$ cat src/rtl/seg7_scan_driver.sv
// seg7_scan_driver: time-multiplexed common-anode seven-segment driver.
// Digits are latched into a shadow register once per scan frame so a carry
// rippling through the upstream BCD counters never tears the shown number.
// Optional build macro: LEADING_ZERO_BLANK_EN (blank leading zero digits).
module seg7_scan_driver #(
  parameter int unsigned DIGITS      = 4,
  parameter int unsigned REFRESH_DIV = 100000
) (
  input  logic                  clk,
  input  logic                  rst_n,
  input  logic [4*DIGITS-1:0]   digits_in,
  input  logic [DIGITS-1:0]     dp_in,
  output logic [DIGITS-1:0]     ssd_ctl,
  output logic [7:0]            segs,
  output logic                  frame_start
);

  localparam int unsigned CNT_W = (REFRESH_DIV > 1) ? $clog2(REFRESH_DIV) : 1;
  localparam int unsigned IDX_W = (DIGITS > 1) ? $clog2(DIGITS) : 1;
  localparam int unsigned DW    = 4 * DIGITS;

  localparam logic [CNT_W-1:0] CNT_LAST = CNT_W'(REFRESH_DIV - 1);
  localparam logic [IDX_W-1:0] IDX_LAST = IDX_W'(DIGITS - 1);

  logic [CNT_W-1:0]  cnt_q, cnt_d;
  logic [IDX_W-1:0]  idx_q, idx_d;
  logic [DW-1:0]     shadow_q, shadow_d;
  logic [DIGITS-1:0] shadow_dp_q, shadow_dp_d;
  logic [DIGITS-1:0] ssd_ctl_q, ssd_ctl_d;
  logic [7:0]        segs_q, segs_d;
  logic              frame_start_q, frame_start_d;

  logic              slot_end;
  logic              frame_end;
  logic [3:0]        cur_dig;
  logic              cur_dp;
  logic              cur_blank;
  logic [DIGITS-1:0] blank_vec;

  // BCD nibble to active-low {a,b,c,d,e,f,g}; non-BCD shows a dash.
  function automatic logic [6:0] decode(input logic [3:0] nib);
    logic [6:0] s;
    case (nib)
      4'd0:    s = 7'b0000001;
      4'd1:    s = 7'b1001111;
      4'd2:    s = 7'b0010010;
      4'd3:    s = 7'b0000110;
      4'd4:    s = 7'b1001100;
      4'd5:    s = 7'b0100100;
      4'd6:    s = 7'b0100000;
      4'd7:    s = 7'b0001111;
      4'd8:    s = 7'b0000000;
      4'd9:    s = 7'b0000100;
      default: s = 7'b1111110;
    endcase
    return s;
  endfunction

  // Scan timing: refresh counter, digit index, frame capture, frame pulse.
  always_comb begin
    cnt_d       = cnt_q;
    idx_d       = idx_q;
    shadow_d    = shadow_q;
    shadow_dp_d = shadow_dp_q;
    slot_end    = (cnt_q == CNT_LAST);
    frame_end   = slot_end && (idx_q == IDX_LAST);

    if (slot_end) begin
      cnt_d = '0;
      if (idx_q == IDX_LAST) begin
        idx_d = '0;
      end else begin
        idx_d = idx_q + IDX_W'(1);
      end
    end else begin
      cnt_d = cnt_q + CNT_W'(1);
    end

    if (frame_end) begin
      shadow_d    = digits_in;
      shadow_dp_d = dp_in;
    end

    // Registered look-ahead so the pulse coincides with the capture cycle.
    frame_start_d = (cnt_d == CNT_LAST) && (idx_d == IDX_LAST);
  end

  // Per-digit blanking mask (leading zeros above digit 0 when enabled).
  always_comb begin
    blank_vec = '0;
`ifdef LEADING_ZERO_BLANK_EN
    begin
      logic zero_above;
      zero_above = 1'b1;
      for (int k = int'(DIGITS) - 1; k > 0; k--) begin
        zero_above   = zero_above && (shadow_q[4*k +: 4] == 4'd0);
        blank_vec[k] = zero_above;
      end
    end
`endif
  end

  // Output decode from the current digit index and shadow contents.
  always_comb begin
    cur_dig   = '0;
    cur_dp    = 1'b0;
    cur_blank = 1'b0;
    ssd_ctl_d = '1;
    for (int unsigned k = 0; k < DIGITS; k++) begin
      if (idx_q == IDX_W'(k)) begin
        cur_dig   = shadow_q[4*k +: 4];
        cur_dp    = shadow_dp_q[k];
        cur_blank = blank_vec[k];
      end
    end
    for (int unsigned k = 0; k < DIGITS; k++) begin
      ssd_ctl_d[k] = ~((idx_q == IDX_W'(k)) && !cur_blank);
    end
    if (cur_blank) begin
      segs_d = 8'hFF;
    end else begin
      segs_d = {decode(cur_dig), ~cur_dp};
    end
  end

  // State and output registers with synchronous active-low reset.
  always_ff @(posedge clk) begin
    if (!rst_n) begin
      cnt_q         <= '0;
      idx_q         <= '0;
      shadow_q      <= '0;
      shadow_dp_q   <= '0;
      ssd_ctl_q     <= '1;
      segs_q        <= 8'hFF;
      frame_start_q <= 1'b0;
    end else begin
      cnt_q         <= cnt_d;
      idx_q         <= idx_d;
      shadow_q      <= shadow_d;
      shadow_dp_q   <= shadow_dp_d;
      ssd_ctl_q     <= ssd_ctl_d;
      segs_q        <= segs_d;
      frame_start_q <= frame_start_d;
    end
  end

  assign ssd_ctl     = ssd_ctl_q;
  assign segs        = segs_q;
  assign frame_start = frame_start_q;

endmodule

$ cat config.mk
export PLATFORM = sky130hd
export DESIGN_NAME = seg7_scan_driver
export DESIGN_NICKNAME = d
export VERILOG_FILES = /design/src/rtl/seg7_scan_driver.sv
export SDC_FILE = /design/constraint.sdc
export NUM_CORES = 1
export LEC_CHECK = 0
export CAP_MARGIN = 20
export CORE_ASPECT_RATIO = 0.6
export CORE_MARGIN = 10
export CORE_UTILIZATION = 45
export CTS_BUF_LIST = sky130_fd_sc_hd__clkbuf_2 sky130_fd_sc_hd__clkbuf_4 sky130_fd_sc_hd__clkbuf_8
export DETAILED_ROUTE_END_ITERATION = 10
export PLACE_DENSITY = 0.69
export SETUP_SLACK_MARGIN = 0.4
export SYNTH_ARGS = -nofsm -noshare
export SYNTH_HDL_FRONTEND = slang
export SYNTH_SLANG_ARGS = --single-unit
$ cat constraint.sdc
create_clock -name clk -period 5.83 [get_ports clk]
set_clock_uncertainty 0.2 [all_clocks]
set_input_delay 0.583 -clock clk [delete_from_list [all_inputs] [get_ports clk]]
set_output_delay 0.583 -clock clk [all_outputs]
set_load 0.005 [all_outputs]
[Word-level counts from Yosys, hierarchy flattened]
Memories as Yosys holds them, arrays and structs flattened. A register that Yosys moved wholly into a read port is not among the register bits.
Cells that the tools add are included.
Operators by class
  add/sub/neg operators: 2
  equal/unequal tests: 6
  muxes and demuxes: 11
  bitwise operators: 5
  reduce and logical (&&, ||, !) cells: 4
Operator list (number)
  $eq A17 B17 Y1 const B: 2
  $add A17 B1 Y17 const B: 1
  $mux W17: 1
  $mux W4: 4
  $eq A2 B2 Y1 const B: 3
  $not A1 Y1: 5
  $mux W1: 4
  $mux W2: 2
  $add A2 B1 Y2 const B: 1
  $eq A2 B1 Y1 const B: 1
  $logic_and A1 B1 Y1: 2
  $logic_not A2 Y1: 1
  $logic_not A1 Y1: 1
Storage, ports and cells
  bits in registers: 52
  memory bits (read-only): 112
  input port bits: 22
  memories kept: 1
Memory list
  (no name shown): depth 16, width 7, read ports 1, clocked after memory_dff 1, write ports 0, RTL line 43  | case (nib)

[Depth between registers and ports, before layout]
  word-level depth: 6
  mapped depth: 10
  gate-level depth less buffers: 9

[Least setup slack after synthesis]
Ideal clock, no wire load.
  path kind: flip-flop to flip-flop
  start: register idx_q[1]
  end: register segs_q[4] (netlist: segs[4])
  data arrival time: 2213 ps
  setup slack: 3282 ps
  cell stages (with the launch flop): 11
  path buffers: 1
  clock period less this slack: 2548 ps
  cells stage by stage: dfxtp_1 > inv_1 > ha_1 > buf_2 > nand3b_1 > a211oi_1 > inv_1 > ha_1 > or2_2 > a21oi_1 > o21ai_0
Between the ends
  cells in the longest elaborated chain, start to end: 5
  elaborated cells on any way between the ends: 8
  those cells by class: eq/ne (3); mux (4); reduce/logical (1)
Ends and longest elaborated chain
  from (decl): RTL line 26  | logic [IDX_W-1:0] idx_q, idx_d;
  from (signal assigned): RTL line 138  | idx_q <= idx_d;
  $logic_not A2 Y1: RTL line 110  | if (idx_q == IDX_W'(k)) begin
  $mux W4 (3 in a row): RTL line 110
  $mux W4 *: RTL line 110
  to (decl): RTL line 30  | logic [7:0] segs_q, segs_d;
Mark *: on every way between the ends. The rest lies on a longest branch, timed or not.
A chain may end at the register's enable or synchronous reset.

[Final worst setup path]
  start: register idx_q[0]
  end: register segs_q[4] (netlist: segs[4])
Same word-level chain as after synthesis.

==> impl_metrics.toml <==
[timing]
slew_viol_final = 0
worst_slack_ps = 2917
fmaxAchievable_mhz = 343.3
slew_headroom = 0.3696
setup_viol_count_final = 0
holdWs_ps = 284.2
tightest_slew_ps = 939.9
hold_viol = 0
finalSetupTns_ps = 0
rsz0062_at_grt = "no"
post-route-min-period_ps = 2913
finalCritPeriodShare = 0.4996

[detailed_routing]
vias_per_cell = 5.179
dr.pass1.iters = 4
drc = 0
dr_total_vias = 2020
first_iter_violations = 118
wirelength_um = 5850
ant_nets = 0
wl_per_cell_um = 15.00

[yosys]
ys_types = 46
synth_flop_cell = "dfxtp_1"
yosysSeqAreaShare = 0.3861
synth.area.mux_share = 0.08910
netlist_instances = 286
synth-compound-area-share = 0.08863
synth_most_common_cell = "dfxtp_1"
synthTopCellsByArea = "dfxtp_1 39%, mux2i_1 8.9%, nor2b_1 6.5%"
avgSynthCellArea_sq_um = 9.428
yosysWarnings = 0
synth_xor_area_frac = 0.05522
synth-adder-area-share = 0.05104
synth_nets = 319
yosysTopAreaCellShare = 0.3861
yosys.area_share.simple = 0.2710
synth_top_family_by_area = "simple AND/OR/NAND/NOR gates"
synthArstFlopShare = 0
yosys_register_bits = 52
syn_area_sq_um = 2696
synthTopCellsByCount = "52 x dfxtp_1, 28 x nor2b_1, 24 x mux2i_1"
synth_edf_count = 0
synth.largest_area_cell = "dfxtp_1"

[placement]
placed_area_sq_um = 3034
place_congestion = 0.8286
place_ws_ps = 2958
placed_cells = 382
dp_hpwl_um = 4373
io_buffer_count = 34

[die]
initial_utilization = 0.4751
die_x_um = 119.9
die_h_um = 79.96
fp.dieArea_sq_um = 9590
pin_count = 35
num_rows = 21
fp.coreArea_sq_um = 5675

[setup_path]
arrival_ps = 2900
critPathCaptureType = "flop"
worstSetupPathType = "reg2reg"
worstPathRequired_ps = 5810
start_kind = "flop"
path_max_fanout = 17

[worst_hold_path]
worstHoldPathType = "reg2reg"

[layout]
design_area_sq_um = 3146
fin_nets = 342
final_cells = 390
n_antenna_cell = 0
area_growth_syn_to_layout_pct = 16.66
fill_cells = 530
drive_gt1_frac = 0.08065

[power_and_ir_drop]
ir_worst_vdd_mv = 0.1102
pwr_density_cell_nw_per_um2 = 205.5
p_leak_uw = 0.001110

[global_routing]
grt_max_degree = 41
grt_overflow = 0
track_usage = 0.1262
grt_pass1_wl_um = 9756
grt_pass1_vias = 1839
antenna_found_initial = 0

[cts]
cts_root_buf = "clkbuf_8"
cts_hold_buf = 0
numCtsBuffers = 5
cts_max_level = 2
clk_pin_slew_ps = 90
cts_resized = 0
cts_buffer_depth = 2
clkLatencyLatePin_ps = 310
numClockSinks = 52
post-cts-setup-buffers = 0
cts_tree = "yes"

[flow_run]
maxCapViolations = 0

[status]
status = "complete, no violations"
[sequential cells by signal (all words and copies together), names as in the netlist]
signal,flops
shadow_q,16
cnt_q,17
idx_q,2
ssd_ctl,4
frame_start,1
segs,8
shadow_dp_q,4
[per-stage QoR]
stage,total power [uW],utilization
after floorplan,383.0,-
after global placement,405.4,0.5346
after detailed placement,405.4,0.5346
after CTS,655.1,0.5542
after global routing,674.1,0.5542
final,646.3,0.5542
[layout by cell type, fill, tap and decap left out, types with 2 or more instances in the layout]
master / count
dfxtp_1: 52
clkdlybuf4s50_1: 34
nor2b_1: 28
mux2i_1: 24
nor2_1: 20
nand2_1: 16
o21ai_0: 11
ha_1: 11
inv_1: 9
xor2_1: 9
a21oi_1: 8
nand3_1: 8
xnor2_1: 8
nor3_1: 6
a211oi_1: 5
clkbuf_8: 5
nand3b_1: 4
nor3b_1: 4
and2_1: 4
and4_1: 3
nand4_2: 3
nor4_1: 3
buf_4: 3
a211o_1: 2
or2_2: 2
and3b_2: 2
nor4_4: 2
nand4_1: 2
nor4_2: 2
a31oi_1: 2
[cell families (layout without fill, tap and decap cells)]
family                   Yosys count  in the layout
flip-flops                        52             52
multiplexers                      24             24
XOR/XNOR                          17             17
buffers and inverters             30             54
AND/OR/NAND/NOR                  116            116
AO/OA/AOI/OAI                     36             36
adder cells (fa/ha/maj)           11             11
[final timing paths]
check	cells past startpoint	start	to	slack (ps)
setup / recovery	8	idx_q[0]$_SDFF_PN0_	segs[4]$_SDFF_PN1_	2920
hold / removal	1	cnt_q[0]$_SDFF_PN0_	cnt_q[0]$_SDFF_PN0_	280
setup reg to reg	8	idx_q[0]$_SDFF_PN0_	segs[4]$_SDFF_PN1_	2920
hold reg to reg	1	cnt_q[0]$_SDFF_PN0_	cnt_q[0]$_SDFF_PN0_	280
[layout make-up]
type	count	area, sq um	share of cell area
multi-input combinational	204	1496	0.4757
sequential	52	1041	0.3309
timing repair buffer	37	362.8	0.1154
tap	80	100.1	0.03182
clock buffer	6	76.32	0.02426
clock inverter	2	35.03	0.01114
inverter	9	33.78	0.01074
[per-layer routing]
metal  vias to the layer above  GRT usage  share of wire
met5                         -          0              0
met4                         0    0.04676          0.012
met3                         7    0.03672          0.052
met2                        52     0.1619           0.39
met1                       931     0.1878           0.55
li1                       1030          -              -
[worst max-delay path, cell delays in order, from the launching register on]
cell	delay, ps
dfxtp_1	410
ha_1	510
a211oi_1	80
a211oi_1	580
inv_1	220
ha_1	230
or2_2	280
a21oi_1	170
o21ai_0	100
[where the power goes]
part           total, uW  switching (uW)  internal, uW
Sequential           362            2.56           359
Clock                250             117           132
Combinational       34.9            12.6          22.4
No activity file was read; power rests on OpenSTA's default activity.
